File: src/rtl/relu_expand8to32.sv
// ReLU plus fixed-point expansion of signed 8-bit activations to 32 bits, in a 2-stage valid/ready pipeline.
// Optional build macro RELU_EXPAND_ROUND_EN adds a half-LSB rounding offset after the shift.
module relu_expand8to32 (
    input  logic        clk,
    input  logic        rst,
    input  logic        in_valid,
    output logic        in_ready,
    input  logic [7:0]  din_act,
    input  logic [4:0]  cut,
    input  logic [15:0] cfg_len,
    output logic        out_valid,
    input  logic        out_ready,
    output logic [31:0] dout_exp,
    output logic        dout_sat,
    output logic        out_last
);

    logic        s1_valid;
    logic [7:0]  s1_act;
    logic [4:0]  s1_cut;
    logic        s2_valid;
    logic        s2_load;
    logic [15:0] elem_cnt;
    logic [15:0] last_idx;
    logic [38:0] shifted;
    logic [38:0] sum;
    logic        sat;

    assign s2_load   = !s2_valid || out_ready;
    assign in_ready  = !s1_valid || s2_load;
    assign out_valid = s2_valid;

    // A channel length of zero behaves as a length of one.
    assign last_idx = (cfg_len == 16'd0) ? 16'd0 : cfg_len - 16'd1;
    assign out_last = s2_valid && (elem_cnt == last_idx);

    always_comb begin
        shifted = {32'd0, s1_act[6:0]} << s1_cut;
        sum     = shifted;
`ifdef RELU_EXPAND_ROUND_EN
        if (!s1_act[7] && (s1_act[6:0] != 7'd0) && (s1_cut != 5'd0)) begin
            sum = shifted + (39'd1 << (s1_cut - 5'd1));
        end
`endif
        sat = |sum[38:31];
    end

    always_ff @(posedge clk or posedge rst) begin
        if (rst) begin
            s1_valid <= 1'b0;
            s1_act   <= 8'd0;
            s1_cut   <= 5'd0;
        end else if (in_ready) begin
            s1_valid <= in_valid;
            if (in_valid) begin
                s1_act <= din_act;
                s1_cut <= cut;
            end
        end
    end

    always_ff @(posedge clk or posedge rst) begin
        if (rst) begin
            s2_valid <= 1'b0;
            dout_exp <= 32'd0;
            dout_sat <= 1'b0;
        end else if (s2_load) begin
            s2_valid <= s1_valid;
            if (s1_valid) begin
                if (s1_act[7]) begin
                    dout_exp <= 32'd0;
                    dout_sat <= 1'b0;
                end else if (sat) begin
                    dout_exp <= 32'h7FFF_FFFF;
                    dout_sat <= 1'b1;
                end else begin
                    dout_exp <= sum[31:0];
                    dout_sat <= 1'b0;
                end
            end
        end
    end

    always_ff @(posedge clk or posedge rst) begin
        if (rst) begin
            elem_cnt <= 16'd0;
        end else if (s2_valid && out_ready) begin
            elem_cnt <= out_last ? 16'd0 : elem_cnt + 16'd1;
        end
    end

endmodule

File: config.mk
export PLATFORM = sky130hd
export DESIGN_NAME = relu_expand8to32
export DESIGN_NICKNAME = d
export VERILOG_FILES = /design/src/rtl/relu_expand8to32.sv
export SDC_FILE = /design/constraint.sdc
export NUM_CORES = 1
export LEC_CHECK = 0
export BUFFER_PORTS_ARGS = -buffer_cell sky130_fd_sc_hd__buf_2
export CAP_MARGIN = 20
export CORE_MARGIN = 2
export CORE_UTILIZATION = 41
export CTS_CLUSTER_SIZE = 25
export DETAILED_ROUTE_END_ITERATION = 12
export HOLD_SLACK_MARGIN = 0.15
export SETUP_SLACK_MARGIN = 0.05
export SYNTH_ARGS = -nofsm -noshare
export SYNTH_HDL_FRONTEND = slang
export SYNTH_SLANG_ARGS = --single-unit
File: constraint.sdc
create_clock -name clk -period 9.13 [get_ports clk]
set_input_delay 1.3695 -clock clk [delete_from_list [all_inputs] [get_ports clk]]
set_output_delay 1.3695 -clock clk [all_outputs]
set_load 0.02 [all_outputs]
# == After elaboration in Yosys (flattened, before gate mapping) ==
# Cells that the tools add are included.
# op_classes
n_addsub,2
n_eq_ne,1
shift,1
n_mux,6
n_reduce_logical,10
# op_table
op,n
32-bit 2-to-1 mux,2
7-bit by 5-bit left shift with 39-bit output,1
16-bit 2-to-1 mux,2
16-bit by 1-bit adder with 16-bit output (second input constant),1
16-bit == test,1
16-bit zero test,1
16-bit by 1-bit subtractor with 16-bit output (second input constant),1
8-bit OR reduction,1
2-bit AND reduction,2
1-bit logical AND,2
1-bit zero test,2
1-bit logical OR,2
1-bit 2-to-1 mux,2
# totals
register_bits,64
inputBits,33
output_inout_bits,36
wordCells,27

# == Longest topological paths before layout ==
# Gate-level depths: netlist of run 1.
# logic_depth
word_depth,5
mapped_depth,13
ltp_nobuf,10

# == Worst setup path after synthesis of run 1 ==
# OpenSTA, ideal clock, no wires.
# synth_timing
path_type,in2out
start,in cfg_len[0]
end,out out_last
arrival_ns,3.829
required_ns,7.760
slack_ns,3.932
path_stages,10
path_buffers,2
cell_sequence,inv_1 -> ha_1 -> buf_4 -> or3b_1 -> buf_2 -> or4_4 -> and3_4 -> a2111oi_4 -> o211ai_1 -> a2111oi_4
# synth_between
elab_chain_len,4
word_cells_on_any_way,5
cone_classes,add/sub: 1; eq/ne: 1; mux: 1; reduce/logical: 2
# synth_lines
element,line_no,text
"start, declared",10,"input logic [15:0] cfg_len,"
16-bit by 1-bit subtractor with 16-bit output / 16-bit zero test (equally long branches),34,assign last_idx = (cfg_len == 16'd0) ? 16'd0 : cfg_len - 16'd1;
16-bit 2-to-1 mux *,34,
16-bit == test *,35,assign out_last = s2_valid && (elem_cnt == last_idx);
1-bit logical AND *,35,
"end, declared",15,output logic out_last
# Mark *: on every way between the ends. The rest lies on a longest branch, timed or not.

# == Worst setup path in the final report of run 1 ==
# Same ends and word-level chain as after synthesis.

==> metrics.txt, run 1 <==
# TYPE chip_impl_metric gauge
chip_impl_metric{name="finalWorstPathRequiredPeriod",unit="ps"} 5760
chip_impl_metric{name="insertedDiodeCount",unit=""} 0
chip_impl_metric{name="h-tree-depth",unit=""} 3
chip_impl_metric{name="layout-area-overhead-vs-synth",unit="%"} 14.8
chip_impl_metric{name="drt_first_iter_violations",unit=""} 143
chip_impl_metric{name="signal_arrival_time_at_the_worst_endpoint",unit="ps"} 4390
chip_impl_info{name="holdCritPathClass",value="reg2reg"} 1
chip_impl_metric{name="use_met3",unit="%"} 3.12
chip_impl_info{name="cts-root-buf",value="clkbuf_8"} 1
chip_impl_metric{name="max_freq",unit="MHz"} 174
chip_impl_metric{name="drt_wl_cell",unit="um"} 16.0
chip_impl_metric{name="power-per-cell-area",unit="nW/um^2"} 207
chip_impl_metric{name="sequential_area_share_after_synthesis",unit="%"} 40.3
chip_impl_metric{name="numClockSinks",unit=""} 64
chip_impl_metric{name="initial_antenna_violation_count",unit=""} 0
chip_impl_info{name="final_cell_mix",value="68 x buf_2, 64 x dfrtp_1, 44 x nand2_1, 34 x nor2_1, 24 x o21ai_0"} 1
chip_impl_info{name="critPathCaptureType",value="output port"} 1
chip_impl_info{name="grt_setup_unrepaired",value="false"} 1
chip_impl_metric{name="dieArea",unit="um^2"} 10500
chip_impl_metric{name="total_leakage_power",unit="nW"} 2.03
chip_impl_metric{name="report.final.setup_viol",unit=""} 0
chip_impl_metric{name="grt_max_degree",unit=""} 65
chip_impl_metric{name="cts.reportedPaths.clkPinSlew",unit="ps"} 80
chip_impl_metric{name="place.gp.congestion",unit=""} 0.905
chip_impl_metric{name="vdd.ir_drop.worst",unit="mV"} 0.118
chip_impl_metric{name="die-width",unit="um"} 103
chip_impl_metric{name="timing.final.hold_violations",unit=""} 0
chip_impl_metric{name="grt_first_pass_wirelength",unit="mm"} 16.2
chip_impl_metric{name="num-fill-cells",unit=""} 939
chip_impl_metric{name="synth_nets",unit=""} 464
chip_impl_metric{name="mean_number_of_vias_per_cell",unit=""} 5.66
chip_impl_metric{name="syn_inst",unit=""} 429
chip_impl_info{name="synth_ff_type",value="dfrtp_1"} 1
chip_impl_metric{name="synth_cell_type_count",unit=""} 65
chip_impl_metric{name="netlist_area",unit="um^2"} 3980
chip_impl_metric{name="start_util",unit="%"} 42.7
chip_impl_metric{name="placementRows",unit=""} 35
chip_impl_metric{name="ff2ff_setup_slack",unit="ps"} 5990
chip_impl_info{name="critPathLaunchType",value="input port"} 1
chip_impl_metric{name="syn_area_per_cell",unit="um^2"} 9.27
chip_impl_metric{name="yosys_register_bits",unit=""} 64
chip_impl_metric{name="grt_util_met2",unit="%"} 31.1
chip_impl_metric{name="io_buffers",unit=""} 68
chip_impl_info{name="criticalPathCategory",value="in2out"} 1
chip_impl_metric{name="required",unit="ps"} 7760
chip_impl_metric{name="clock-skew-final",unit="ps"} 11.9
chip_impl_metric{name="core_region_area",unit="um^2"} 9330
chip_impl_metric{name="worstMarginPinSlew",unit="ps"} 808
chip_impl_info{name="run_status",value="complete, no violations"} 1
chip_impl_metric{name="period_utilization",unit="%"} 63.1
chip_impl_metric{name="grt_pass1_vias",unit=""} 3320
chip_impl_metric{name="tritoncts.num_buffers",unit=""} 9
chip_impl_metric{name="pin_count",unit=""} 69
chip_impl_metric{name="route.antenna.remaining_nets",unit=""} 0
chip_impl_metric{name="fin_nets",unit=""} 515
chip_impl_metric{name="postLayoutCoreUtil",unit="%"} 49.0
chip_impl_metric{name="clkLatencyLatePin",unit="ps"} 340
chip_impl_metric{name="cts_resized",unit=""} 0
chip_impl_metric{name="fin_tns_setup",unit="ps"} 0
chip_impl_metric{name="ys_warnings",unit=""} 0
chip_impl_metric{name="ctsLongestPathBuffers",unit=""} 2
chip_impl_metric{name="detailedPlacementHpwl",unit="mm"} 7.20
chip_impl_metric{name="post_cts.repair.setup_buffers",unit=""} 0
chip_impl_metric{name="drc",unit=""} 0
chip_impl_metric{name="vias",unit=""} 3478
chip_impl_metric{name="drive_above_1_share",unit="%"} 25.6
chip_impl_metric{name="synth-edff-count",unit=""} 0
chip_impl_metric{name="cts.hold.buffers_added",unit=""} 0
chip_impl_metric{name="report.final.slew_viol_count",unit=""} 0
chip_impl_metric{name="max_cap_violations",unit=""} 0
chip_impl_metric{name="groute.layer.met1.usage",unit="%"} 26.9
chip_impl_info{name="clock_tree_from_tritoncts",value="built"} 1
chip_impl_metric{name="grtUsageTotal",unit="%"} 19.7
chip_impl_metric{name="worstPathMaxFanout",unit=""} 9
chip_impl_metric{name="proportion_of_register_bits_with_asynchronous_set_or_reset_after_synthesis",unit="%"} 100
chip_impl_metric{name="vertical_extent_of_the_die",unit="um"} 103
chip_impl_metric{name="drt-total-wl",unit="mm"} 9.84
chip_impl_metric{name="slew_headroom",unit="%"} 45.7
chip_impl_metric{name="drtPass1Iterations",unit=""} 4
chip_impl_info{name="final_common_cell",value="buf_2"} 1
chip_impl_metric{name="grt_overflow_total",unit=""} 0
chip_impl_info{name="gr-max-usage-layer",value="met2"} 1
logic make-up after synthesis:
| kind of cell | after synthesis | share of synthesized area, % |
|---|---|---|
| flip-flops | 64 | 40.3 |
| buffers and inverters | 43 | 4.91 |
| AND/OR/NAND/NOR | 168 | 22.0 |
| AO/OA/AOI/OAI | 102 | 19.4 |
| multiplexers | 27 | 7.36 |
| XOR/XNOR | 23 | 5.41 |
| adder cells (fa/ha/maj) | 2 | 0.629 |
synthesized netlist by cell type, drive strengths merged (2+ instances only):
cell type | n | area (um^2)
o22ai | 5 | 31.3
o311ai | 2 | 17.5
nand4 | 8 | 50.1
nor4 | 9 | 56.3
o211ai | 4 | 30.0
nor4bb | 2 | 20.0
or3 | 6 | 37.5
a21o | 2 | 15.0
nor3b | 4 | 30.0
a211o | 2 | 17.5
or4 | 3 | 26.3
nand3b | 2 | 15.0
o221ai | 3 | 26.3
and3 | 5 | 36.3
clkbuf | 21 | 78.8
nor3 | 12 | 65.1
nand2 | 44 | 165
a2111oi | 2 | 55.1
mux2i | 9 | 90.1
o21a | 2 | 15.0
o31a | 5 | 43.8
a221o | 16 | 160
buf | 10 | 71.3
and2 | 3 | 21.3
a21oi | 16 | 80.1
xnor2 | 11 | 96.3
xor2 | 11 | 96.3
nand3 | 9 | 45.0
a22oi | 3 | 22.5
ha | 2 | 25.0
dfrtp | 64 | 1600
nor2b | 3 | 18.8
a32oi | 2 | 17.5
o21ai | 24 | 120
mux2 | 18 | 203
o31ai | 2 | 15.0
or2 | 2 | 12.5
inv | 12 | 45.0
nand2b | 7 | 43.8
a211oi | 3 | 22.5
nor2 | 44 | 190
power by group:
group | switching, mW | internal [mW] | total [mW] | leakage, nW
sequential | 0.0669 | 0.333 | 0.400 | 0.822
clock | 0.114 | 0.143 | 0.257 | 0.103
combinational | 0.164 | 0.122 | 0.286 | 1.10
total | 0.345 | 0.599 | 0.943 | 2.03
final timing paths:
| path | cells after the start | endpoint | startpoint |
|---|---|---|---|
| hold / removal | 2 | dout_exp[28]$_DFFE_PP0P_ | dout_exp[28]$_DFFE_PP0P_ |
| setup reg to reg | 7 | dout_exp[13]$_DFFE_PP0P_ | s1_cut[1]$_DFFE_PP0P_ |
| setup / recovery | 10 | out_last | cfg_len[0] |
| max in group asynchronous | 3 | elem_cnt[7]$_DFFE_PP0P_ | rst |
| hold reg to reg | 2 | dout_exp[28]$_DFFE_PP0P_ | dout_exp[28]$_DFFE_PP0P_ |
| min in group asynchronous | 3 | dout_exp[25]$_DFFE_PP0P_ | rst |
through the flow:
stage          hold WS (ps)  total power, mW  cells  setup WS [ps]  instance area [um^2]
6_report                480            0.943    614           3370                  4570
5_1_grt                 526             1.00    614           3070                  4570
4_1_cts                 483            0.952    613           3400                  4560
3_5_place_dp            465            0.691    597           3410                  4350
3_3_place_gp            463            0.688    597           3490                  4350
2_1_floorplan           457            0.602    429           3930                  3980
final cells by class:
type                       count  area (um^2)  area share (%)
clock buffer                  11          151            3.32
clock inverter                 5         62.6            1.37
inverter                      12         45.0           0.986
multi-input combinational    322         2180            47.8
sequential                    64         1600            35.1
tap                          129          161            3.53
timing repair buffer          71          363            7.95
worst max-delay path, stage by stage:
cell,delay (ps)
buf_2,130
inv_1,100
ha_1,320
nor3b_1,510
nand3_1,320
or2_2,420
nor4_1,300
o22ai_1,150
a2111oi_4,510
buf_2,260
registers in the layout, summed over array words and instances, names as in the netlist:
register and count:
out_valid 1, s1_act 8, dout_exp 32, s1_valid 1
s1_cut 5, elem_cnt 16, dout_sat 1
layer usage:
metal | share of wire [%] | routed length, um | up-vias
li1 | - | - | 1678
met1 | 44 | 4340 | 1644
met2 | 47 | 4660 | 132
met3 | 5.7 | 564 | 24
met4 | 2.8 | 276 | 0
met5 | 0 | 0 | -
Note: power is estimated with default switching activity, not from simulation.
==> inputs of run 2 (changes only) <==
==> constraint.sdc (replaced) <==
create_clock -name clk -period 6 [get_ports clk]
set_input_delay 0.9 -clock clk [delete_from_list [all_inputs] [get_ports clk]]
set_output_delay 0.9 -clock clk [all_outputs]
set_load 0.02 [all_outputs]
==> run 2 against run 1 <==
  * Worst setup slack got worse by 2200 ps
  * Register-to-register slack got worse by 3100 ps
  * Combinational power increased by 53%
  * Cell area shrank 0.22%
  * Clock-buffer cell count shrank 1
  * Via count decreased by 1.2%
  * Utilization fell by 0.11 points
  * Cell count stayed put
  * Non-clock buffer count stayed put
==> metrics.txt, run 2 (synthesis gave the netlist of run 1 again) <==
# TYPE chip_impl_metric gauge
chip_impl_info{name="run_status",value="complete, no violations"} 1
chip_impl_metric{name="fin_tns_setup",unit="ps"} 0
chip_impl_info{name="critPathLaunchType",value="input port"} 1
chip_impl_metric{name="timing.final.hold_violations",unit=""} 0
chip_impl_metric{name="route.antenna.remaining_nets",unit=""} 0
chip_impl_metric{name="placement.cell_area",unit="um^2"} 4350
chip_impl_info{name="r2r_start",value="s1_cut[1]$_DFFE_PP0P_"} 1
chip_impl_metric{name="layout.cell_area.non_filler",unit="um^2"} 4560
chip_impl_info{name="critPathCaptureType",value="output port"} 1
chip_impl_metric{name="clockPowerShare",unit="%"} 26.6
chip_impl_metric{name="r2r_cells",unit=""} 7
chip_impl_metric{name="grt_pass1_vias",unit=""} 3271
chip_impl_metric{name="total_power_consumption",unit="mW"} 1.42
chip_impl_metric{name="initial_antenna_violation_count",unit=""} 0
chip_impl_metric{name="cts_resized",unit=""} 0
chip_impl_metric{name="pre_cts_slack",unit="ps"} 1220
chip_impl_metric{name="drtPass1Iterations",unit=""} 4
chip_impl_info{name="clock_tree_from_tritoncts",value="built"} 1
chip_impl_metric{name="signal_arrival_time_at_the_worst_endpoint",unit="ps"} 3920
chip_impl_metric{name="smallest_setup_slack_after_layout",unit="ps"} 1180
chip_impl_metric{name="numClockSinks",unit=""} 64
chip_impl_metric{name="grt_max_degree",unit=""} 65
chip_impl_metric{name="report.final.setup_viol",unit=""} 0
chip_impl_metric{name="io_buffers",unit=""} 68
chip_impl_metric{name="post_layout_nonfiller_instances",unit=""} 614
chip_impl_info{name="timing.critical_path.from",value="cfg_len[0]"} 1
chip_impl_metric{name="fin_nets",unit=""} 515
chip_impl_metric{name="vertical_extent_of_the_die",unit="um"} 103
chip_impl_metric{name="die-width",unit="um"} 103
chip_impl_metric{name="total_leakage_power",unit="nW"} 2.02
chip_impl_metric{name="report.final.slew_viol_count",unit=""} 0
chip_impl_metric{name="cts.hold.buffers_added",unit=""} 0
chip_impl_info{name="worstSetupEndpoint",value="out_last"} 1
chip_impl_metric{name="mean_number_of_vias_per_cell",unit=""} 5.59
chip_impl_metric{name="dieArea",unit="um^2"} 10500
chip_impl_metric{name="insertedDiodeCount",unit=""} 0
chip_impl_metric{name="max_freq",unit="MHz"} 208
chip_impl_metric{name="drive_above_1_share",unit="%"} 25.6
chip_impl_metric{name="place.gp.congestion",unit=""} 0.905
chip_impl_metric{name="tritoncts.num_buffers",unit=""} 9
chip_impl_metric{name="vdd.ir_drop.worst",unit="mV"} 0.164
chip_impl_metric{name="vias",unit=""} 3435
chip_impl_info{name="reg2reg_to",value="dout_exp[14]$_DFFE_PP0P_"} 1
chip_impl_metric{name="worstMarginPinSlew",unit="ps"} 794
chip_impl_metric{name="placed_cells",unit=""} 597
chip_impl_metric{name="pin_count",unit=""} 69
chip_impl_metric{name="h-tree-depth",unit=""} 3
chip_impl_info{name="largest_register",value="dout_exp"} 1
chip_impl_metric{name="grt_overflow_total",unit=""} 0
chip_impl_metric{name="ctsLongestPathBuffers",unit=""} 2
chip_impl_metric{name="start_util",unit="%"} 42.7
chip_impl_metric{name="drt_first_iter_violations",unit=""} 191
chip_impl_info{name="criticalPathCategory",value="in2out"} 1
chip_impl_metric{name="required",unit="ps"} 5100
chip_impl_info{name="final_common_cell",value="buf_2"} 1
chip_impl_metric{name="postLayoutCoreUtil",unit="%"} 48.9
chip_impl_metric{name="grt_first_pass_wirelength",unit="mm"} 16.3
chip_impl_metric{name="power.sequential.fraction",unit="%"} 42.7
chip_impl_metric{name="finalWorstPathRequiredPeriod",unit="ps"} 4820
chip_impl_info{name="holdCritPathClass",value="reg2reg"} 1
chip_impl_metric{name="drt_wl_cell",unit="um"} 16.1
chip_impl_metric{name="drt-total-wl",unit="mm"} 9.90
chip_impl_metric{name="grtUsageTotal",unit="%"} 19.9
chip_impl_info{name="grt_setup_unrepaired",value="false"} 1
chip_impl_info{name="cts-root-buf",value="clkbuf_8"} 1
chip_impl_metric{name="clock-skew-final",unit="ps"} 16.2
chip_impl_metric{name="detailedPlacementHpwl",unit="mm"} 7.25
chip_impl_metric{name="placementRows",unit=""} 35
chip_impl_metric{name="worstPathMaxFanout",unit=""} 9
chip_impl_metric{name="period_utilization",unit="%"} 80.3
chip_impl_info{name="biggestRegsByFlops",value="dout_exp x32, elem_cnt x16, s1_act x8"} 1
chip_impl_metric{name="ff2ff_setup_slack",unit="ps"} 2890
chip_impl_metric{name="cell_internal_pwr",unit="mW"} 0.897
chip_impl_metric{name="clkLatencyLatePin",unit="ps"} 340
chip_impl_metric{name="power-per-cell-area",unit="nW/um^2"} 313
chip_impl_metric{name="drc",unit=""} 0
chip_impl_metric{name="slew_headroom",unit="%"} 46.6
chip_impl_metric{name="comb_power_share",unit="%"} 30.7
chip_impl_metric{name="holdWs",unit="ps"} 481
chip_impl_metric{name="post_cts.repair.setup_buffers",unit=""} 0
chip_impl_metric{name="layout-area-overhead-vs-synth",unit="%"} 14.5
chip_impl_metric{name="largest_register_ff_count",unit=""} 32
chip_impl_metric{name="core_region_area",unit="um^2"} 9330
chip_impl_info{name="final_cell_mix",value="68 x buf_2, 64 x dfrtp_1, 44 x nand2_1, 34 x nor2_1, 24 x o21ai_0"} 1
chip_impl_metric{name="switching_power_as_a_share_of_total_power",unit="%"} 37.0
chip_impl_metric{name="cts.reportedPaths.clkPinSlew",unit="ps"} 80
chip_impl_metric{name="max_cap_violations",unit=""} 0
chip_impl_metric{name="net-switching-power",unit="mW"} 0.528
## run 2: cell types whose count changed in the layout (fill, tap and decap cells not counted), sizes merged
| cell | before | now |
|---|---|---|
| inv | 14 | 13 |
| clkinv | 0 | 1 |
| clkbuf | 11 | 10 |
| clkinvlp | 2 | 3 |
## run 2: layer usage
metal  share of wire [%]  up-vias  global-route usage (%)
li1                    -     1688                       -
met1                  46     1630                    26.5
met2                  48       96                    31.8
met3                 4.3       21                    4.47
met4                 2.0        0                    7.90
met5                   0        -                       0
## run 2: final cells by class
type / instances / area (um^2)
Fill cell: 936 / 4770
Multi-Input combinational cell: 322 / 2180
Sequential cell: 64 / 1600
Timing Repair Buffer: 71 / 363
Tap cell: 129 / 161
Clock buffer: 10 / 138
Clock inverter: 6 / 66.3
Inverter: 12 / 45.0
## run 2: power groups by stage
stage          Sequential [mW]  Clock [mW]  Combinational (mW)
5_1_grt                  0.622       0.410               0.484
3_3_place_gp             0.612           0               0.435
4_1_cts                  0.608       0.387               0.440
3_5_place_dp             0.616           0               0.437
2_1_floorplan            0.616           0               0.300
6_report                 0.609       0.379               0.437
## run 2: worst min path at each step
stage	to	slack [ps]	start	depth (start not counted)
floorplan	out_valid$_DFFE_PP0P_	460	s1_valid$_DFFE_PP0N_	1
global placement	dout_exp[28]$_DFFE_PP0P_	460	dout_exp[28]$_DFFE_PP0P_	2
detailed placement	dout_exp[28]$_DFFE_PP0P_	470	dout_exp[28]$_DFFE_PP0P_	2
CTS	dout_exp[28]$_DFFE_PP0P_	480	dout_exp[28]$_DFFE_PP0P_	2
global route	dout_exp[20]$_DFFE_PP0P_	520	dout_exp[20]$_DFFE_PP0P_	2
finish	dout_exp[28]$_DFFE_PP0P_	480	dout_exp[28]$_DFFE_PP0P_	2
## run 2: worst max-delay path: stages
cell	delay (ps)
buf_2	130
inv_1	100
ha_1	330
nor3b_1	500
nand3_1	320
or2_2	420
nor4_1	300
o22ai_1	150
a2111oi_4	510
buf_2	260
